==> src/rtl/jtcps1_gfx_arbiter.sv <==
// rtl/jtcps1_gfx_arbiter.sv - round-robin sharer of the GFX ROM read port with per-requester result register
//
// Ports:
//   rst       in   1        asynchronous active-high reset
//   clk       in   1        clock
//   req_cs    in   NREQ     per-requester read request, held until its req_ok
//   req_addr  in   NREQ*AW  requester i address in [i*AW +: AW]
//   req_ok    out  NREQ     requester i data valid for its current address
//   req_data  out  NREQ*32  requester i data in [i*32 +: 32]
//   rom_cs    out  1        ROM read request
//   rom_addr  out  AW       ROM address
//   rom_ok    in   1        ROM data valid (may be stale one cycle after rom_addr moves)
//   rom_data  in   32       ROM read data
module jtcps1_gfx_arbiter #(
    parameter int NREQ = 3,
    parameter int AW   = 23
) (
    input  logic                 rst,
    input  logic                 clk,
    input  logic [NREQ-1:0]      req_cs,
    input  logic [NREQ*AW-1:0]   req_addr,
    output logic [NREQ-1:0]      req_ok,
    output logic [NREQ*32-1:0]   req_data,
    output logic                 rom_cs,
    output logic [AW-1:0]        rom_addr,
    input  logic                 rom_ok,
    input  logic [31:0]          rom_data
);

    localparam int RW = (NREQ > 1) ? $clog2(NREQ) : 1;

    typedef enum logic {ST_IDLE, ST_WAIT} state_t;

    state_t             r_state;
    state_t             w_state_nx;
    logic               r_blank;
    logic [RW-1:0]      r_rr;
    logic [RW-1:0]      r_gnt;
    logic [NREQ-1:0]    r_valid;
    logic [AW-1:0]      r_addr_q [NREQ];
    logic [31:0]        r_data_q [NREQ];

    logic [NREQ-1:0]    w_pending;
    logic               w_found;
    logic [RW-1:0]      w_sel;
    logic [AW-1:0]      w_sel_addr;
    logic               w_grant;
    logic               w_capture;

    // Local hit check: a requester whose entry already holds its address is
    // answered without touching the ROM.
    always_comb begin
        req_ok   = '0;
        req_data = '0;
        for (int i = 0; i < NREQ; i++) begin
            req_ok[i]         = req_cs[i] & r_valid[i] & (req_addr[i*AW +: AW] == r_addr_q[i]);
            req_data[i*32 +: 32] = r_data_q[i];
        end
    end

    assign w_pending = req_cs & ~req_ok;

    // Round robin: the lowest pending index above the last grant wins;
    // otherwise wrap around to the lowest pending index overall.
    always_comb begin
        w_found = 1'b0;
        w_sel   = '0;
        for (int i = NREQ-1; i >= 0; i--) begin
            if (w_pending[i]) begin
                w_found = 1'b1;
                w_sel   = RW'(i);
            end
        end
        for (int i = NREQ-1; i >= 0; i--) begin
            if (w_pending[i] && (i > int'(r_rr))) begin
                w_sel = RW'(i);
            end
        end
    end

    always_comb begin
        w_sel_addr = '0;
        for (int i = 0; i < NREQ; i++) begin
            if (w_sel == RW'(i)) begin
                w_sel_addr = req_addr[i*AW +: AW];
            end
        end
    end

    // Next-state logic
    always_comb begin
        w_state_nx = r_state;
        case (r_state)
            ST_IDLE: if (w_found) w_state_nx = ST_WAIT;
            ST_WAIT: if (!r_blank && rom_ok) w_state_nx = ST_IDLE;
            default: w_state_nx = ST_IDLE;
        endcase
    end

    // Output/control decode. The first WAIT cycle (blank) discards rom_ok,
    // which may still refer to the previous address.
    always_comb begin
        w_grant   = (r_state == ST_IDLE) && w_found;
        w_capture = (r_state == ST_WAIT) && !r_blank && rom_ok;
    end

    // State and datapath registers
    always_ff @(posedge clk or posedge rst) begin
        if (rst) begin
            r_state  <= ST_IDLE;
            r_blank  <= 1'b0;
            r_rr     <= RW'(NREQ-1);
            r_gnt    <= '0;
            r_valid  <= '0;
            rom_cs   <= 1'b0;
            rom_addr <= '0;
            for (int i = 0; i < NREQ; i++) begin
                r_addr_q[i] <= '0;
                r_data_q[i] <= '0;
            end
        end else begin
            r_state <= w_state_nx;
            if (w_grant) begin
                r_rr     <= w_sel;
                r_gnt    <= w_sel;
                rom_addr <= w_sel_addr;
                rom_cs   <= 1'b1;
                r_blank  <= 1'b1;
            end
            if (r_state == ST_WAIT && r_blank) begin
                r_blank <= 1'b0;
            end
            if (w_capture) begin
                rom_cs <= 1'b0;
                for (int i = 0; i < NREQ; i++) begin
                    if (r_gnt == RW'(i)) begin
                        r_data_q[i] <= rom_data;
                        r_addr_q[i] <= rom_addr;
                        r_valid[i]  <= 1'b1;
                    end
                end
            end
        end
    end

endmodule
==> config.mk <==
export PLATFORM = sky130hd
export DESIGN_NAME = jtcps1_gfx_arbiter
export DESIGN_NICKNAME = d
export VERILOG_FILES = /design/src/rtl/jtcps1_gfx_arbiter.sv
export SDC_FILE = /design/constraint.sdc
export NUM_CORES = 1
export LEC_CHECK = 0
export ABC_AREA = 0
export BUFFER_PORTS_ARGS = -buffer_cell sky130_fd_sc_hd__clkbuf_2
export CELL_PAD_IN_SITES_DETAIL_PLACEMENT = 0
export CELL_PAD_IN_SITES_GLOBAL_PLACEMENT = 1
export CORE_MARGIN = 2
export CORE_UTILIZATION = 47
export CTS_BUF_LIST = sky130_fd_sc_hd__clkbuf_2
export DETAILED_ROUTE_END_ITERATION = 8
export PLACE_DENSITY_LB_ADDON = 0.1
export SYNTH_ARGS = -nofsm -noshare
export SYNTH_HDL_FRONTEND = slang
export SYNTH_SLANG_ARGS = --single-unit
==> constraint.sdc <==
create_clock -name clk -period 18 [get_ports clk]
set_input_delay 4.5 -clock clk [delete_from_list [all_inputs] [get_ports clk]]
set_output_delay 4.5 -clock clk [all_outputs]
set_load 0.05 [all_outputs]
==> qor.txt, run 1 <==
Simple-Gate Fraction of Synth Area - 6.53%
CTS Buf Count - 17
Standard cell core area - 18000 um^2
Via count - 6093
Die X - 140 um
Total grt overflow - 0
Antenna Violating Nets Remaining - 0
Hold_sp - r_valid[0]
Rows - 49
R2r setup slk - 14770 ps
PortBufs - 229
Hold Path Depth - 1
Sequential fraction of the synthesis area - 57.1%
Fin. Hold Viols - 0
Tot Pwr - 2.06 mW
Crit path kind - in -> out
Pwr/cell area - 201 nW/um^2
CP arrival - 6090 ps
Hold/Removal Path Class - reg -> reg
Seq. cell area - 4930 um^2
CTS tree - done
Adder-cell area share of the yosys netlist - 0%
Worst EP required - 13500 ps
DR vias/cell - 5.47
Post-synth cell types - 29
Beginning of the critical path - req_addr[41]
Leakage - 5.02 nW
CTS H-Tree Depth - 4
Commonest non-fill, non-tap cells in the layout - 247 x clkbuf_2, 196 x dfrtp_1, 165 x mux2_2, 69 x xor2_1, 52 x nand2_1
Post-Syn Area - 8640 um^2
Max Clk Rate - 94.4 MHz
Compound-Gate Fraction of Synth Area - 5.77%
Post-DP HPWL - 16.5 mm
Top Ports - 230
Largest family of logic cells by synthesized area - multiplexers
Total global-route track usage - 24.7%
RR Endpoint - rom_addr[2]
Normalized max-slew margin - 8.51%
Mux cell area share after synthesis - 21.5%
Die area - 19500 um^2
Starting Density - 47.9%
Worst hold margin - 507 ps
DR WL/cell - 21.1 um
Tmin final - 10590 ps
Drt drc - 0
Area growth from synthesis to layout - 18.6%
RSZ-0062 raised after global routing - false
Worst-Margin Slew - 1370 ps
Clk_skew - 34.9 ps
Period utilization - 58.9%
Vias in the first global route - 6601
Syn Area/Cell - 13.4 um^2
Later-pin clock latency in the skew report - 770 ps
Number of instances in the placed design - 1079
Syn Inst Count - 646
Layout cells sized above 1 - 50.6%
Synthesized Nets - 753
TNS Setup - 0 ps
Die Height - 140 um
Clock root cell - clkbuf_2
Initial antenna violation count - 4
Worst-path clk slew - 270 ps
Post-synthesis xor/xnor area fraction - 7.00%
Worst VDD drop - 0.139 mV
Post-CTS Setup Repair Bufs - 0
Buffer levels on the longest clock path - 2
Outcome - finished clean
#FFs+latches synth - 197
Multi-input gate area - 3550 um^2
DR pass1 iterations - 5
Crit start category - input port
CP max FO - 4
Largest net degree at the start of global routing - 118
Final Setup Violations - 0
First-pass GRT wire length - 37.0 mm
YS warnings - 0
CTS Sinks - 197
Fill cell count - 1536
Nets@finish - 976
Max_cap viols - 0
R2R cell count - 8
Critical Path End Type - output port
1st-iter DRT viols - 294
Finished Layout Cells - 1113
Hold path endpoint - r_valid[0]
Commonest non-fill, non-tap cell in the layout - clkbuf_2
CTS Hold Bufs - 0
GP Congestion - 0.826
Reg2reg start - r_addr_q[59]
Routed wire length - 23.5 mm
Slew Limit Fails - 0
# resized after CTS - 0
==> metrics by stage <==
stage | utilization, % | worst slack [ps] | instance area, um^2
after floorplan | - | 7730 | 8640
after global placement | 55.5 | 7500 | 10000
after detailed placement | 55.5 | 7460 | 10000
after CTS | 56.8 | 7460 | 10200
after global routing | 56.8 | 7330 | 10200
final | 56.8 | 7410 | 10200
==> power breakdown <==
part           switching [mW]  total, mW  leakage [nW]  internal [mW]
registers               0.139      0.786          2.41          0.647
clock network           0.167      0.212         0.137         0.0450
logic                   0.731       1.06          2.47          0.327
==> cell type report <==
| type | count | share of cell area (%) |
|---|---|---|
| timing repair buffer | 238 | 11.9 |
| antenna | 2 | 0.0489 |
| tap | 229 | 2.80 |
| sequential | 197 | 48.2 |
| clock inverter | 14 | 1.37 |
| multi-input combinational | 410 | 34.6 |
| inverter | 5 | 0.257 |
| clock buffer | 18 | 0.880 |
==> Yosys cell counts <==
master    count  share of area, %
nand2_1      52               2.3
nor4_1       18               1.3
a22oi_1       2              0.17
a21oi_1       2              0.12
nor3_2        1              0.12
a31oi_2       1              0.14
nand3b_1      1             0.087
nand3_1       1             0.058
buf_2        10              0.58
nor3_1        1             0.058
dfstp_2       1              0.30
o21ai_2       3              0.30
clkbuf_1     21              0.91
buf_6         3              0.39
xor2_1       69               7.0
nor2_1        6              0.26
nand2b_1      3              0.22
o22ai_1      25               1.8
a221o_1      23               2.7
o21ai_0       2              0.12
o211ai_1      2              0.17
inv_1         5              0.22
or2_2         1             0.072
nor2b_1      23               1.7
nand4_1       3              0.22
or3_1         3              0.22
dfrtp_1     196                57
mux2_2      165                22
o21a_1        3              0.26
==> worst max-delay path: stages <==
cell,delay (ps)
clkbuf_2,120
xor2_1,160
nor4_1,500
nand4_1,290
nor2_1,210
clkbuf_2,300
==> kinds of logic (layout without fill, tap and decap cells) <==
kind of cell	Yosys count	count (layout)
buffers and inverters	39	275
AO/OA/AOI/OAI	63	63
XOR/XNOR	69	69
multiplexers	165	165
other	0	2
AND/OR/NAND/NOR	113	113
flip-flops	197	197
==> how the worst max path moves through the flow <==
stage                      endpoint  slack (ps)  depth (start not counted)
after floorplan           req_ok[1]        7730                          4
after global placement    req_ok[1]        7500                          6
after detailed placement  req_ok[1]        7460                          6
after CTS                 req_ok[1]        7460                          6
after global routing      req_ok[1]        7330                          6
final                     req_ok[1]        7410                          6
==> state kept, by name (all words and copies together), names as in the netlist <==
register,flops
r_rr,2
r_gnt,1
r_addr_q,69
rom_addr,23
r_valid,3
rom_cs,1
req_data,96
r_blank,1
r_state,1
==> metal layers <==
layer,vias to the layer above,share of wire (%),GRT usage [%]
met4,4,1.9,7.47
li1,2750,-,-
met2,223,50,41.8
met5,-,0.11,0
met3,33,6.8,7.33
met1,3083,41,30.8
(Power assumes the default switching activity.)
==> inputs of run 2 (changes only) <==
--- a/config.mk
+++ b/config.mk
@@ -10,7 +10,7 @@
 export CELL_PAD_IN_SITES_DETAIL_PLACEMENT = 0
 export CELL_PAD_IN_SITES_GLOBAL_PLACEMENT = 1
 export CORE_MARGIN = 2
-export CORE_UTILIZATION = 47
+export CORE_UTILIZATION = 43
 export CTS_BUF_LIST = sky130_fd_sc_hd__clkbuf_2
 export DETAILED_ROUTE_END_ITERATION = 8
 export PLACE_DENSITY_LB_ADDON = 0.1
==> constraint.sdc (replaced) <==
create_clock -name clk -period 11 [get_ports clk]
set_input_delay 2.75 -clock clk [delete_from_list [all_inputs] [get_ports clk]]
set_output_delay 2.75 -clock clk [all_outputs]
set_load 0.05 [all_outputs]
==> run 2 against run 1 <==
  * Setup slack got worse by 3400 ps
  * Clock skew rose by 24 ps
  * Sequential share of layout area down 0.27 points
  * First-iteration DRC count up 10%
  * Largest power group unchanged
==> qor.txt, run 2 (synthesis results as in run 1) <==
Outcome - finished clean
1st-iter DRT viols - 324
Worst EP required - 8250 ps
Buffer levels on the longest clock path - 2
Clock root cell - clkbuf_2
Tmin final - 6980 ps
Post-DP HPWL - 16.4 mm
Slew Limit Fails - 0
Most Frequent Cell on Critical Path - clkbuf_2
Area growth from synthesis to layout - 19.2%
Worst VDD drop - 0.171 mV
Die area - 21200 um^2
Slowest stage delay, CP - 410 ps
Commonest non-fill, non-tap cell in the layout - clkbuf_2
Commonest non-fill, non-tap cells in the layout - 246 x clkbuf_2, 196 x dfrtp_1, 165 x mux2_2, 69 x xor2_1, 52 x nand2_1
Hold/Removal Path Class - reg -> reg
Via count - 6084
Largest net degree at the start of global routing - 143
Layout cells sized above 1 - 50.6%
Multi-input gate area - 3550 um^2
Starting Density - 44.1%
CTS Sinks - 197
Total global-route track usage - 22.7%
Fill cell count - 1801
Worst-Margin Slew - 1210 ps
# resized after CTS - 0
Drt drc - 0
Standard cell core area - 19600 um^2
Final instance area - 10300 um^2
GP Congestion - 0.792
RSZ-0062 raised after global routing - false
Die X - 146 um
Initial antenna violation count - 1
Rows - 51
TNS Setup - 0 ps
CTS H-Tree Depth - 4
Dpl ws - 3980 ps
Vias in the first global route - 6343
Final Setup Violations - 0
DR pass1 iterations - 5
Pwr/cell area - 328 nW/um^2
R2R cell count - 8
Top Ports - 230
Nets@finish - 977
Max reg flops - 96
Leakage - 5.04 nW
Total grt overflow - 0
Reg2reg start - r_addr_q[46]
Period utilization - 63.4%
Post-CTS Setup Repair Bufs - 0
Critical Path Sink - req_ok[1]
Cell Chain, Critical Path - clkbuf_2, xor2_1, nor4_1, nand4_1, nor2_1, clkbuf_2
Beginning of the critical path - req_addr[41]
Fin. Hold Viols - 0
Highest-delay cell along the critical path - nor4_1
First-pass GRT wire length - 36.9 mm
CP max FO - 4
Buf/Inv on CP - 2
PortBufs - 229
Routed wire length - 23.6 mm
Top Family by Delay on Critical Path - simple AND/OR/NAND/NOR gates
CTS Buf Count - 17
Worst Slack Setup Final - 4020 ps
CTS Hold Bufs - 0
Max_cap viols - 0
DR vias/cell - 5.30
RR Endpoint - rom_addr[1]
CTS tree - done
Worst path depth - 6
Clk_skew - 58.6 ps
DR WL/cell - 20.5 um
Normalized max-slew margin - 19.3%
Die Height - 146 um
Max Clk Rate - 143 MHz
Placed Instance Area - 10100 um^2
Critical Path End Type - output port
Worst-path clk slew - 270 ps
CP arrival - 4230 ps
Crit start category - input port
Later-pin clock latency in the skew report - 800 ps
Crit path kind - in -> out
Seq. cell area - 4930 um^2
R2r setup slk - 7990 ps
Antenna Violating Nets Remaining - 0
==> run 2: worst min-delay path by stage <==
stage | startpoint | end | slack (ps) | cells past startpoint
2_1_floorplan | r_valid[1] | r_valid[1] | 430 | 1
3_3_place_gp | r_valid[2] | r_valid[2] | 450 | 1
3_5_place_dp | r_valid[1] | r_valid[1] | 450 | 1
4_1_cts | r_valid[1] | r_valid[1] | 510 | 1
5_1_grt | r_valid[1] | r_valid[1] | 530 | 1
6_report | r_valid[1] | r_valid[1] | 510 | 1
==> run 2: through the flow <==
stage               std cells  hold slack (ps)  utilization, %  power, mW
floorplan                 646              435               -       2.57
global placement         1116              450            51.3       3.01
detailed placement       1116              454            51.3       3.04
CTS                      1148              509            52.6       3.40
global route             1149              526            52.6       3.56
finish                   1149              506            52.6       3.38
==> run 2: routing by layer <==
metal / vias up / share of wire, % / GRT usage [%]
met5: - / 0 / 0
met4: 0 / 1.1 / 4.95
met3: 24 / 7.5 / 6.83
met2: 228 / 49 / 37.3
met1: 3077 / 43 / 29.9
li1: 2755 / - / -
==> run 2: worst register-to-register path: cells and delay by family, from the launching register on <==
kind	cells	cell delay, ps
AO/OA/AOI/OAI	4	1340
flip-flops	1	460
buffers and inverters	1	420
XOR/XNOR	1	390
AND/OR/NAND/NOR	2	300
==> run 2: cell type report <==
type | instances | area share [%]
repair buffers | 239 | 11.9
flip-flops and latches | 197 | 47.9
diodes | 1 | 0.0243
well taps | 265 | 3.22
clock inverters | 15 | 1.49
multi-input cells | 410 | 34.4
clock buffers | 17 | 0.826
inverters | 5 | 0.255
==> run 2: where the power goes <==
group / total, mW / switching (mW) / internal, mW
clock network: 0.362 / 0.269 / 0.0928
registers: 1.28 / 0.223 / 1.06
logic: 1.73 / 1.20 / 0.536
